===== config.mk =====
export PLATFORM = sky130hd
export DESIGN_NAME = pong_ctrl
export DESIGN_NICKNAME = d
export VERILOG_FILES = /design/src/rtl/pong_ctrl.sv
export SDC_FILE = /design/constraint.sdc
export NUM_CORES = 1
export LEC_CHECK = 0
export BUFFER_PORTS_ARGS = -buffer_cell sky130_fd_sc_hd__buf_2
export CAP_MARGIN = 20
export CORE_ASPECT_RATIO = 0.7
export CORE_MARGIN = 2
export CORE_UTILIZATION = 35
export CTS_CLUSTER_DIAMETER = 100
export DETAILED_ROUTE_END_ITERATION = 12
export GPL_ROUTABILITY_DRIVEN = 0
export GPL_TIMING_DRIVEN = 0
export PLACE_DENSITY = 0.54
export SYNTH_ARGS = -nofsm -noshare
export SYNTH_HDL_FRONTEND = slang
export SYNTH_SLANG_ARGS = --single-unit

===== constraint.sdc =====
create_clock -name clk -period 2.9 [get_ports clk]
set_clock_uncertainty 0.2 [all_clocks]
set_input_delay 0.29 -clock clk [delete_from_list [all_inputs] [get_ports clk]]
set_output_delay 0.29 -clock clk [all_outputs]
set_load 0.02 [all_outputs]

===== src/rtl/pong_ctrl.sv =====
// pong_ctrl: game flow FSM for pong with BCD scoring, ball budget and
// frame-counted wait between balls and after game over.
module pong_ctrl #(
  parameter int FRAMES_WAIT = 120,
  parameter int BALLS_INIT  = 3
) (
  input  logic       clk,
  input  logic       reset,
  input  logic [1:0] btn1,
  input  logic [1:0] btn2,
  input  logic [9:0] pix_x,
  input  logic [9:0] pix_y,
  input  logic       miss,
  input  logic       hit_left,
  input  logic       hit_right,
  output logic       graph_still,
  output logic [7:0] score_left,
  output logic [7:0] score_right,
  output logic [1:0] balls_left,
  output logic [1:0] game_state
);
  localparam int TW = ($clog2(FRAMES_WAIT + 1) > 7) ? $clog2(FRAMES_WAIT + 1) : 7;
  typedef enum logic [1:0] {NEWGAME = 2'b00, PLAY = 2'b01, NEWBALL = 2'b10, OVER = 2'b11} state_t;
  state_t state_q, state_d;
  logic [7:0] sl_q, sl_d, sr_q, sr_d;
  logic [1:0] balls_q, balls_d;
  logic [TW-1:0] timer_q, timer_d;
  logic miss_q, hl_q, hr_q;
  logic refr_tick, timer_done, btn, miss_e, hl_e, hr_e;
  function automatic logic [7:0] bcd_inc(input logic [7:0] v);
    return (v == 8'h99) ? v :
           (v[3:0] == 4'd9) ? {v[7:4] + 4'd1, 4'd0} : {v[7:4], v[3:0] + 4'd1};
  endfunction
  assign refr_tick  = (pix_y == 10'd481) && (pix_x == 10'd0);
  assign timer_done = (timer_q == '0);
  assign btn        = |{btn1, btn2};
  assign miss_e     = miss & ~miss_q;
  assign hl_e       = hit_left & ~hl_q;
  assign hr_e       = hit_right & ~hr_q;
  always_ff @(posedge clk) begin
    if (reset) begin
      state_q <= NEWGAME;
      sl_q    <= '0;
      sr_q    <= '0;
      balls_q <= 2'(BALLS_INIT);
      timer_q <= '0;
      miss_q  <= 1'b0;
      hl_q    <= 1'b0;
      hr_q    <= 1'b0;
    end else begin
      state_q <= state_d;
      sl_q    <= sl_d;
      sr_q    <= sr_d;
      balls_q <= balls_d;
      timer_q <= timer_d;
      miss_q  <= miss;
      hl_q    <= hit_left;
      hr_q    <= hit_right;
    end
  end
  always_comb begin
    state_d = state_q;
    sl_d    = sl_q;
    sr_d    = sr_q;
    balls_d = balls_q;
    timer_d = (refr_tick && !timer_done) ? timer_q - TW'(1) : timer_q;
    case (state_q)
      NEWGAME: state_d = btn ? PLAY : NEWGAME;
      PLAY: begin
        if (miss_e) begin
          balls_d = balls_q - 2'd1;
          state_d = (balls_q > 2'd1) ? NEWBALL : OVER;
          timer_d = TW'(FRAMES_WAIT);
        end else begin
          sl_d = hl_e ? bcd_inc(sl_q) : sl_q;
          sr_d = hr_e ? bcd_inc(sr_q) : sr_q;
        end
      end
      NEWBALL: state_d = (timer_done && btn) ? PLAY : NEWBALL;
      OVER:    state_d = timer_done ? NEWGAME : OVER;
    endcase
    // entering or sitting in NEWGAME presents a fresh game immediately
    if (state_d == NEWGAME) begin
      sl_d    = '0;
      sr_d    = '0;
      balls_d = 2'(BALLS_INIT);
    end
  end
  always_comb begin
    graph_still = (state_q != PLAY);
    game_state  = state_q;
    score_left  = sl_q;
    score_right = sr_q;
    balls_left  = balls_q;
  end
endmodule


# Yosys cells after proc, flatten, opt, wreduce, memory -nomap -nowiden

Cells that the tools add are included.

$add $sub $neg: 6
Order comparisons: 1
Equal/unequal tests: 9
Mux-type cells: 11
Bitwise operators: 9
Reduce and logical (&&, ||, !) cells: 15

Operators with widths:

| operator            | number |
|---|---|
| $mux 7              | 3 |
| $add 4x1->4 const B | 4 |
| $eq 8x8->1 const B  | 2 |
| $eq 10x9->1 const B | 1 |
| $logic_not 10->1    | 1 |
| $reduce_and 5->1    | 2 |
| $eq 4x4->1 const B  | 2 |
| $mux 4              | 2 |
| $pmux 2 s4          | 1 |
| $reduce_and 4->1    | 2 |
| $logic_not 7->1     | 1 |
| $sub 7x1->7 const B | 1 |
| $mux 2              | 3 |
| $not 1->1           | 6 |
| $eq 2x2->1 const B  | 2 |
| $logic_not 2->1     | 2 |
| $reduce_or 4->1     | 1 |
| $and 1x1->1         | 3 |
| $logic_and 1x1->1   | 3 |
| $eq 2x1->1 const B  | 1 |
| $gt 2x1->1 const B  | 1 |
| $mux 1              | 2 |
| $ne 2x1->1 const B  | 1 |
| $reduce_and 2->1    | 1 |
| 3 further kinds     | 3 |

Bits in registers: 30
Input port bits: 29
Output and inout bits: 21
Word-level logic and storage cells: 61

# Depth between registers and ports, before layout

Gate-level depths: netlist of the first run.

Depth after elaboration: 6
Mapped depth: 9

# Worst setup path before layout of the first run

OpenSTA, ideal clock, no wires.

Path kind: reg-to-reg
From: register timer_q[0]
To: register balls_q[1], in the netlist balls_left[1]
Setup time: 0.120 ns
Data arrival time: 1.698 ns
Path slack: 0.882 ns
Stages on the path, launching flop included: 9
Period minus slack after synthesis: 2.018 ns
Cells stage by stage: dfxtp_1 -> inv_1 -> ha_1 -> nor3b_2 -> and2_4 -> buf_6 -> a311o_1 -> buf_6 -> a211o_1

Word-level cells in the longest chain between the ends: 6

RTL lines:

| element                       | RTL line | RTL |
|---|---|---|
| from (decl)                   | 27       | `logic [TW-1:0] timer_q, timer_d;` |
| from (signal assigned)        | 55       | `timer_q <= timer_d;` |
| $logic_not 7->1 (*)           | 35       | `assign timer_done = (timer_q == '0);` |
| $logic_and 1x1->1             | 79       | `NEWBALL: state_d = (timer_done && btn) ? PLAY : NEWBALL;` |
| $mux 2                        | 79       |  |
| $pmux 2 s4 (*)                | 67       | `case (state_q)` |
| $logic_not 2->1 (*)           | 83       | `if (state_d == NEWGAME) begin` |
| $reduce_or 2->1 (no line) (*) | --       |  |
| to (signal assigned)          | 45       | `balls_q <= 2'(BALLS_INIT);` |
| to (signal assigned)          | 54       | `balls_q <= balls_d;` |
| to (decl)                     | 26       | `logic [1:0] balls_q, balls_d;` |

Every way passes the cells marked *; elsewhere a longest branch is shown, timed or not.
A chain may end at the register's enable or synchronous reset.

# Final worst setup path of the first run

From: register timer_q[0]
To: register sl_q[2], in the netlist score_left[2]

Word-level cells in the longest chain between the ends: 6

RTL lines:

| element                       | RTL line | RTL |
|---|---|---|
| $logic_not 7->1 (*)           | 35       |  |
| $logic_and 1x1->1             | 79       |  |
| $mux 2                        | 79       |  |
| $pmux 2 s4 (*)                | 67       |  |
| $logic_not 2->1 (*)           | 83       |  |
| $reduce_or 2->1 (no line) (*) | --       |  |
| to (signal assigned)          | 52       | `sl_q <= sl_d;` |
| to (decl)                     | 25       | `logic [7:0] sl_q, sl_d, sr_q, sr_d;` |

Marked as above.

==> flow_metrics.tcl, run 1 <==
set metrics [dict create \
    slowest_stage "nor3b_2" \
    root_buffer "clkbuf_8" \
    io_pins 50 \
    synth_cell_types 51 \
    synthTopCellsByArea "dfxtp_1 (35%), a21oi_2 (4.5%), ha_1 (4.3%), nand3_1 (2.6%), nor3_1 (2.6%)" \
    clock_sinks 30 \
    layout.nets 287 \
    area_delta_synth_final_pct 23.5 \
    power.share.sequential_pct 48.9 \
    hold_ws_ps 46.2 \
    p_comb_share_pct 16.5 \
    path_clk_slew_ps 60 \
    post-route-cell-area_sq_um 2140 \
    grt_pass1_vias 1444 \
    period_share_pct 74.9 \
    overflow 0 \
    postCtsHoldBufs 0 \
    wl_um 3980 \
    p_sw_mw 0.251 \
    drc 0 \
    dpl.hpwl_um 2930 \
    synth_edf_count 0 \
    die_area_sq_um 5550 \
    port_buffers 49 \
    slew_violations 0 \
    cts_resized 0 \
    dr_total_vias 1623 \
    worstHoldStart "hit_right" \
    ir_worst_vdd_uv 159 \
    crit_chain "inv_1 -> ha_1 -> nor3b_2 -> and2_4 -> buf_6 -> a311o_1 -> buf_6 -> buf_6 -> nor2_1" \
    start_util_pct 36.3 \
    post_synth_inst_count 196 \
    antenna_left 0 \
    crit_type "reg -> reg" \
    dr.pass1.iters 4 \
    viasPerCell 5.06 \
    syn_nets 231 \
    diodes 0 \
    clkLatencyLatePin_ps 280 \
    tightest_slew_ps 464 \
    grt_start_max_net_pins 11 \
    async_flop_share_pct 0 \
    cpMostUsedCell "buf_6" \
    dp_slack_ps 740 \
    die_w_um 88.2 \
    crit_required_ps 2870 \
    antenna_found_initial 0 \
    clock.fmax_mhz 460 \
    grtUsageTotal_pct 15.5 \
    relSlewSlack_pct 68.7 \
    yosys.area.top_type "dfxtp_1" \
    critPathMaxFanout 10 \
    postCtsSetupRepairBufs 0 \
    swShare_pct 27.7 \
    finalSetupViolations 0 \
    fin_cells 321 \
    hp-class "in -> reg" \
    fp-row-count 21 \
    hold_violations 0 \
    final_layout_size_suffix_gt1_share_pct 31.3 \
    status "completed" \
    crit_family "simple AND/OR/NAND/NOR gates" \
    cts_made_buffers 5 \
    avgSynthCellArea_sq_um 8.86 \
    netlist.area_leader.share_pct 34.6 \
    placed_cells 314 \
    worst_ep_arrival_time_ps 2140 \
    grt_first_pass_wirelength_um 6830 \
    htree_levels 2 \
    worst_slack_ps 727 \
    crit_start "timer_q[0]" \
    r2r-start "timer_q[0]" \
    syn_area_sq_um 1740 \
    rsz0062_at_grt "false" \
    yosysWarnings 0 \
    cellLeakagePower_nw 0.829 \
    drtIter0Drc 47 \
    synth_flop_cell "dfxtp_1" \
    start_kind "flip-flop" \
    yosysSeqAreaShare_pct 34.6 \
    synth_seq_cells 30 \
    endpoint_kind "flip-flop" \
    tritoncts "yes" \
    cts_max_path_buffers 2 \
    power_density_nw_per_um2 423 \
    period_needed_ps 2170 \
    power.clock.fraction_pct 34.7 \
    post_drt_wl_per_cell_um 12.4 \
    setup_tns_ps 0 \
    chipHeight_um 62.9 \
    maxCapViolations 0 \
    cpPeakStageDelay_ps 370 \
    core_area_sq_um 4780 \
    power.internal_mw 0.656 \
    place_area_sq_um 2070 \
    cp_num_buf_inv 4 \
]
## power groups by stage
stage | Sequential [mW] | Combinational, mW | Clock (mW)
6_report | 0.443 | 0.149 | 0.314
2_1_floorplan | 0.457 | 0.0930 | 0
4_1_cts | 0.443 | 0.150 | 0.329
3_3_place_gp | 0.452 | 0.148 | 0
3_5_place_dp | 0.452 | 0.150 | 0
5_1_grt | 0.446 | 0.166 | 0.344
## layer usage
layer,track usage (%),vias to the layer above,wire length (um)
met3,4.10,5,207
met5,0,-,0
met2,19.6,41,1490
met1,24.5,729,2230
li1,-,848,-
met4,5.11,0,49
## final cells by class
class                           count  area [sq um]
Multi-Input combinational cell    149          1040
Buffer                              6          52.6
Inverter                           11          41.3
Tap cell                           69          86.3
Fill cell                         502          2640
Clock buffer                        7          76.3
Timing Repair Buffer               49           245
Sequential cell                    30           601
## sequential cells by signal, indices dropped and copies added (netlist names)
signal / flops
score_left: 8
score_right: 8
timer_q: 7
balls_left: 2
game_state: 2
hl_q: 1
hr_q: 1
miss_q: 1
## per-stage QoR
step	power (mW)	utilization, %
2_1_floorplan	0.550	-
3_3_place_gp	0.601	43.2
3_5_place_dp	0.602	43.2
4_1_cts	0.922	44.8
5_1_grt	0.956	44.8
6_report	0.907	44.8
## Yosys cell counts (2+ instances only)
cell type and count:
nand2_1 11, or4_1 4, inv_1 10, clkbuf_1 2, o31ai_1 5, a21oi_2 9
and4_1 3, nor2_1 10, buf_6 4, nand2b_1 6, ha_1 6, a2111oi_0 2
a31oi_1 2, nor4bb_1 2, nand3_1 9, dfxtp_1 30, o21ai_0 6, nand4_1 4
nor3_1 9, and3b_1 2, and3_1 4, nor4_2 2, or3_1 6, a211oi_1 2
mux2i_1 2, nor2b_1 6, a21oi_1 8, nor4_1 6, nor3b_1 2
## cell usage in the layout (no fill, tap or decap), drive strengths merged, types with 3 or more instances in the layout
cell	count
o21ai	6
nor4	9
and4	3
buf	53
nand2	11
nand4	6
ha	6
inv	11
nor3	9
and3	4
or4	5
o31ai	5
nor2	11
a21oi	17
nand2b	6
nor3b	3
or3	6
dfxtp	30
nor2b	6
clkbuf	9
nand3	9
## path summary, 6_finish.rpt
check / to / slack [ps] / depth (start not counted)
setup / recovery: score_left[2] / 730 / 9
hold / removal: hr_q / 50 / 2
setup reg to reg: score_left[2] / 730 / 9
hold reg to reg: timer_q[6] / 280 / 2
## cells by family after synthesis
group                    count (synthesis)  share of synthesized area (%)
AND/OR/NAND/NOR                        100                           37.8
AO/OA/AOI/OAI                           39                           15.8
flip-flops                              30                           34.6
buffers and inverters                   17                           5.40
adder cells (fa/ha/maj)                  6                           4.32
XOR/XNOR                                 2                           1.01
multiplexers                             2                           1.15
Note: power is estimated with default switching activity, not from simulation.
==> inputs of run 2 (changes only) <==
- PLACE_DENSITY: 0.54 -> 0.56
- clock period: 2.9 -> 1.8 ns (I/O delays scaled with it)
==> flow_metrics.tcl, run 2 (synthesis gave the netlist of run 1 again) <==
set metrics [dict create \
    dpl.hpwl_um 3090 \
    start_kind "flip-flop" \
    r2r-start "timer_q[0]" \
    slew_violations 0 \
    dr.pass1.iters 4 \
    worstHoldPathCells 4 \
    finalSetupViolations 5 \
    clock.fmax_mhz 548 \
    layout.nets 306 \
    critPathMaxFanout 6 \
    grt_pass1_vias 1602 \
    min_to "game_state[0]" \
    worst_ep_arrival_time_ps 1790 \
    antenna_left 0 \
    layout_common_cells "buf_2 (49), dfxtp_1 (22), buf_4 (17), nand2_1 (10), nor2_1 (9)" \
    antenna_found_initial 0 \
    clock_sinks 30 \
    relSlewSlack_pct 64.1 \
    cts_max_path_buffers 2 \
    rsz0062_at_grt "true" \
    rr_worst_depth 7 \
    drtIter0Drc 44 \
    port_buffers 49 \
    reg2reg_to "balls_left[1]" \
    grt_start_max_net_pins 11 \
    clkLatencyLatePin_ps 280 \
    crit_type "reg -> reg" \
    post_drt_wl_per_cell_um 13.0 \
    period_share_pct 101 \
    worst_slack_ps -25.7 \
    final_layout_size_suffix_gt1_share_pct 47.8 \
    r2r_slack_ps -30 \
    violations "setup timing" \
    chipHeight_um 62.9 \
    crit_required_ps 1760 \
    path_clk_slew_ps 70 \
    setup_tns_ps -64.2 \
    io_pins 50 \
    period_needed_ps 1830 \
    endpoint_kind "flip-flop" \
    layout_commonest_cell "buf_2" \
    wl_um 4430 \
    cts_made_buffers 5 \
    grt_first_pass_wirelength_um 7530 \
    fp-row-count 21 \
    status "finished, violations left" \
    die_w_um 88.2 \
    viasPerCell 5.09 \
    overflow 0 \
    dp_slack_ps -215 \
    tritoncts "yes" \
    root_buffer "clkbuf_8" \
    cellLeakagePower_nw 0.995 \
    grtUsageTotal_pct 17.4 \
    htree_levels 2 \
    die_area_sq_um 5550 \
    area_delta_synth_final_pct 45.8 \
    maxCapViolations 0 \
    start_util_pct 36.3 \
    hold_violations 0 \
    diodes 0 \
    dr_total_vias 1736 \
    worstHoldStart "btn1[0]" \
    core_area_sq_um 4780 \
    hp-class "in -> reg" \
    ir_worst_vdd_uv 386 \
    final_util_pct 53.0 \
    tightest_slew_ps 538 \
    drc 0 \
    power_density_nw_per_um2 666 \
]
-- run 2: changes by cell type in the layout (fill, tap and decap cells not counted), sizes merged --
cell | before | now
clkbuf | 9 | 6
bufinv | 0 | 1
clkinv | 0 | 2
dlygate4sd3 | 0 | 3
buf | 53 | 70
-- run 2: final cells by class --
cell class / count / area (sq um)
fillers: 466 / 2250
multi-input cells: 149 / 1200
well taps: 69 / 86.3
repair buffers: 70 / 430
plain buffers: 4 / 46.3
clock buffers: 5 / 68.8
clock inverters: 3 / 40.0
inverters: 11 / 41.3
flip-flops and latches: 30 / 618
-- run 2: power breakdown --
part	internal, mW	switching (mW)	total [mW]	leakage, nW
sequential	0.683	0.0299	0.713	0.249
clock	0.407	0.272	0.679	0.0579
combinational	0.136	0.159	0.295	0.689
-- run 2: through the flow --
stage               std cells  power [mW]  area (sq um)  hold WS [ps]
floorplan                 196       0.886          1800           108
global placement          314       0.966          2130           206
detailed placement        314       0.970          2130           211
CTS                       340        1.70          2470           130
global route              341        1.76          2530           162
finish                    341        1.69          2530           141
-- run 2: metal layers --
metal | share of wire (%) | track usage, % | up-vias
met2 | 43 | 25.1 | 41
met4 | 1.2 | 5.11 | 0
li1 | - | - | 889
met3 | 4.6 | 4.23 | 5
met5 | 0 | 0 | -
met1 | 51 | 25.4 | 801
-- run 2: worst max path at each step --
stage | from | to | depth (start not counted)
after floorplan | timer_q[0] | balls_left[1] | 8
after CTS | timer_q[1] | balls_left[1] | 7
after global routing | timer_q[0] | score_right[5] | 7
final | timer_q[0] | balls_left[1] | 7
after detailed placement | timer_q[1] | score_left[2] | 9
after global placement | timer_q[1] | score_left[2] | 9
-- run 2: repair_timing --
item | 4_1_cts | 5_1_grt
gates cloned | 2 | 0
buffers inserted | 14 | 3
setup endpoints to repair | 21 | 21
gates resized for setup | 19 | 11
endpoints found under the hold margin | 3 | 0
pin swaps | 1 | 6
hold buffers | 3 | 0
-- run 2: worst max-delay path, cell delays in order, from the launching register on --
cell and delay, ps:
dfxtp_2 340, inv_2 50, ha_4 150, nor3b_4 150
and2_4 150, a311o_1 290, buf_6 160, a211o_1 230
